File: src/rtl/counter_pkg.sv
// Shared definitions for counter-style blocks: terminal-count behaviour
// selection used by mode_counter and the timers built on top of it.
package counter_pkg;

  typedef enum logic [1:0] {
    MODE_WRAP    = 2'b00,
    MODE_SAT     = 2'b01,
    MODE_ONESHOT = 2'b10,
    MODE_RELOAD  = 2'b11
  } mode_e;

endpackage : counter_pkg

File: src/rtl/mode_counter.sv
// Up/down counter with a configurable modulus and four terminal-count modes.
// It provides one-cycle carry/borrow pulses and a sticky one-shot done flag.
module mode_counter
  import counter_pkg::*;
#(
  parameter int                   DATA_BITS   = 8,
  parameter logic [DATA_BITS-1:0] MAX_VALUE   = {DATA_BITS{1'b1}},
  parameter logic [DATA_BITS-1:0] RESET_VALUE = '0
) (
  input  logic                 clk,
  input  logic                 clear,
  input  logic [DATA_BITS-1:0] data,
  input  logic                 load,
  input  logic                 count,
  input  logic                 up,
  input  logic [1:0]           mode,
  output logic [DATA_BITS-1:0] out,
  output logic                 carry,
  output logic                 borrow,
  output logic                 done
);

  localparam logic [DATA_BITS-1:0] ONE = {{(DATA_BITS-1){1'b0}}, 1'b1};

  logic [DATA_BITS-1:0] out_q, out_d;
  logic                 carry_q, carry_d;
  logic                 borrow_q, borrow_d;
  logic                 done_q, done_d;

  logic [DATA_BITS-1:0] data_clamped;
  logic                 at_term;
  mode_e                mode_s;

  assign mode_s       = mode_e'(mode);
  assign data_clamped = (data > MAX_VALUE) ? MAX_VALUE : data;
  assign at_term      = up ? (out_q == MAX_VALUE) : (out_q == '0);

  // Clear is handled in the register process; this covers load > count.
  always_comb begin
    out_d    = out_q;
    carry_d  = 1'b0;
    borrow_d = 1'b0;
    done_d   = done_q;
    if (load) begin
      out_d  = data_clamped;
      done_d = 1'b0;
    end else if (count && !done_q) begin
      if (!at_term) begin
        out_d = up ? (out_q + ONE) : (out_q - ONE);
      end else begin
        carry_d  = up;
        borrow_d = ~up;
        case (mode_s)
          MODE_WRAP:    out_d  = up ? '0 : MAX_VALUE;
          MODE_SAT:     out_d  = out_q;
          MODE_ONESHOT: done_d = 1'b1;
          MODE_RELOAD:  out_d  = data_clamped;
          default:      out_d  = out_q;
        endcase
      end
    end
  end

  always_ff @(posedge clk) begin
    if (clear) begin
      out_q    <= RESET_VALUE;
      carry_q  <= 1'b0;
      borrow_q <= 1'b0;
      done_q   <= 1'b0;
    end else begin
      out_q    <= out_d;
      carry_q  <= carry_d;
      borrow_q <= borrow_d;
      done_q   <= done_d;
    end
  end

  assign out    = out_q;
  assign carry  = carry_q;
  assign borrow = borrow_q;
  assign done   = done_q;

endmodule : mode_counter
File: config.mk
export PLATFORM = sky130hd
export DESIGN_NAME = mode_counter
export DESIGN_NICKNAME = d
export VERILOG_FILES = /design/src/rtl/counter_pkg.sv /design/src/rtl/mode_counter.sv
export SDC_FILE = /design/constraint.sdc
export NUM_CORES = 1
export LEC_CHECK = 0
export ABC_AREA = 1
export CAP_MARGIN = 20
export CORE_UTILIZATION = 48
export CTS_CLUSTER_SIZE = 40
export DETAILED_ROUTE_END_ITERATION = 16
export MAX_ROUTING_LAYER = met4
export PLACE_DENSITY = 0.9
export RECOVER_POWER = 50
export SLEW_MARGIN = 20
export SYNTH_ARGS = -nofsm -noshare
export SYNTH_HDL_FRONTEND = slang
export SYNTH_SLANG_ARGS = --single-unit
File: constraint.sdc
create_clock -name clk -period 2 [get_ports clk]
set_input_delay 0.5 -clock clk [delete_from_list [all_inputs] [get_ports clk]]
set_output_delay 0.5 -clock clk [all_outputs]
set_load 0.02 [all_outputs]
==> reports/results.tsv <==
metric	value	unit
hold buffers post-CTS	0	
Worst-path clk slew	0.08	ns
final hold vios	0	
pwr/cell area	549	nW/um^2
max-cap viol count	0	
CTS Buffer Depth	2	
compound-gate portion of the synthesized area	14.7	%
VDD IR max	390	uV
die extent in y	47.8	um
pin count of the biggest net entering global routing	11	
Syn Inst Count	165	
Crit Reg-Reg Endpoint	out[5]	
Synth Area in Simple Gates	41.3	%
Worst Path Required	1.50	ns
max incr delay on CP	0.68	ns
Yosys warnings	0	
Setup CP Type	flop to output pin	
largest family of logic cells by synthesized area	simple AND/OR/NAND/NOR gates	
Worst Setup EP	out[0]	
Final nets	233	
Clock Sinks	11	
Tmin final	1.94	ns
RSZ-0062 raised after global routing	no	
latest clock arrival within the worst-skew pair	0.27	ns
clock buffer count from CTS	3	
maximum fanout along the worst path	7	
drt via density	5.46	
library cells used by synthesis	25	
fin cells	235	
CTS tree	built	
width of the die	47.8	um
Placer Congestion	0.937	
DRT Pass-1 Iters	4	
Initial Util	51.3	%
Critical Path Stages	1	
actual slew at the worst max-slew pin	0.372	ns
Layout Skew	0.00217	ns
worst reg-to-reg path cell count	9	
#FFs+latches synth	11	
synth-to-layout area growth	44.9	%
initial DRC count	53	
Vias	1282	
clk root buf	clkbuf_4	
Mapped Area	1010	um^2
final setup fails	0	
slew margin rel.	75.1	%
initial antenna violation count	0	
Syn Nets	189	
crit path cell chain	clkdlybuf4s50_1	
Port Buffers	25	
GRT Residual Overflow	0	
CP delay by family, top	buffers and inverters	
Placed Cells	231	
FMAX	517	MHz
std cell rows	16	
asr flop ratio synth	0	%
slowest CP cell	clkdlybuf4s50_1	
share of cells above drive strength 1	14.9	%
DRC viols	0	
max-slew violation count	0	
FF-to-FF Start	out[1]	
CP Launch Point	out[0]	
Area contributors post-synth	dfxtp_1, nand2_1, nor2_1, ha_1, a21oi_1	
H-Tree Level Count	1	
post-synthesis sequential area ratio	21.9	%
commonest cells in the synthesized netlist	nand2_1, nor2_1, a21oi_1	
drt total wl	3190	um
setup_tns	0	ns
Synth Area per Inst	6.10	um^2
Post-synth EDFFs	0	
top cell type's share of synthesized area	21.9	%
core area	1960	um^2
Area after DPL	1400	um^2
outcome	complete, no violations	
Final period util	96.8	%
worst path bufs/invs	1	
hold crit path type	flop to flop	
post-synthesis adder-cell area fraction	11.9	%
diode count	0	
CP Launch Type	flop	
GRT Util Overall	31.9	%
proportion of synthesized area in mux cells	0	%
DP Wirelength	2410	um
XOR/XNOR share of the synthesized area	3.48	%
worst-case register-to-register setup slack	0.31	ns
post-synth top area cell	dfxtp_1	
Lkg Pwr	0.000705	uW
vias in the first global route	1147	
die area	2280	um^2
Critical Path AT	1.44	ns
Routed WL per cell	13.6	um
global-route wire length before repair	4840	um
design area	1460	um^2
IO Count	26	
main flop type after synthesis	dfxtp_1	
Worst Setup End Kind	output pin	
count leader, synth	nand2_1	
post-route antenna net violation count	0	
postcts setup bufs	0	
[timing repair]
item,in CTS,in global routing
endpoints found under the hold margin,0,0
endpoints found under the setup margin,6,0
gates resized for setup,9,0
[registers in the layout, summed over array words and instances (netlist names)]
signal and flops:
carry 1, done 1, out 8, borrow 1
[final cells by class]
| class | instances | area [um^2] |
|---|---|---|
| timing repair buffer | 42 | 373 |
| inverter | 13 | 51.3 |
| fill | 163 | 504 |
| sequential | 11 | 220 |
| clock buffer | 4 | 26.3 |
| multi-input combinational | 138 | 753 |
| tap | 27 | 33.8 |
[cells by family (layout without fill, tap and decap cells)]
family,after synthesis,in the layout
buffers and inverters,16,59
adder cells (fa/ha/maj),9,9
AND/OR/NAND/NOR,97,97
XOR/XNOR,4,4
AO/OA/AOI/OAI,28,28
flip-flops,11,11
[layer usage]
layer	global-route usage (%)	vias up	part of all wire [%]
met1	35.5	566	40
met4	18.3	0	4.6
met5	-	-	0
met2	52.2	75	49
li1	-	620	-
met3	6.79	21	7.1
[placed cells by master, fill, tap and decap left out, types with 3 or more instances in the layout]
master           netlist  layout
a21oi_1               16      15
nor2_1                36      36
dlygate4sd3_1          0       5
xor2_1                 4       4
nand3_1               11      11
inv_1                 11      10
clkbuf_4               0       3
nand2_1               41      40
o21ai_0                9       9
ha_1                   8       6
clkdlybuf4s50_1        0      19
dfxtp_1               11      11
buf_4                  0      16
[worst min-delay path by stage]
stage / start / slack (ns) / depth (start not counted) / end
CTS: done / 0.51 / 2 / done
global route: done / 0.55 / 2 / done
floorplan: done / 0.55 / 2 / done
global placement: done / 0.48 / 2 / done
detailed placement: done / 0.49 / 2 / done
finish: done / 0.50 / 2 / done
[report_power, final]
part           total, uW  internal (uW)  switching, uW
Combinational        377            177            200
Clock                157           77.1           79.5
Sequential           267            236           30.8
Total                800            490            310
[per-stage QoR]
stage | util, % | setup WS, ns | power (uW) | hold WS (ns)
global placement | 71.3 | -0.403 | 603 | 0.477
finish | 74.3 | 0.0647 | 800 | 0.502
detailed placement | 71.3 | -0.510 | 620 | 0.491
CTS | 74.5 | 0.0837 | 791 | 0.513
floorplan | - | 0.207 | 467 | 0.555
global route | 74.3 | 0.0405 | 858 | 0.547
(Power assumes the default switching activity.)
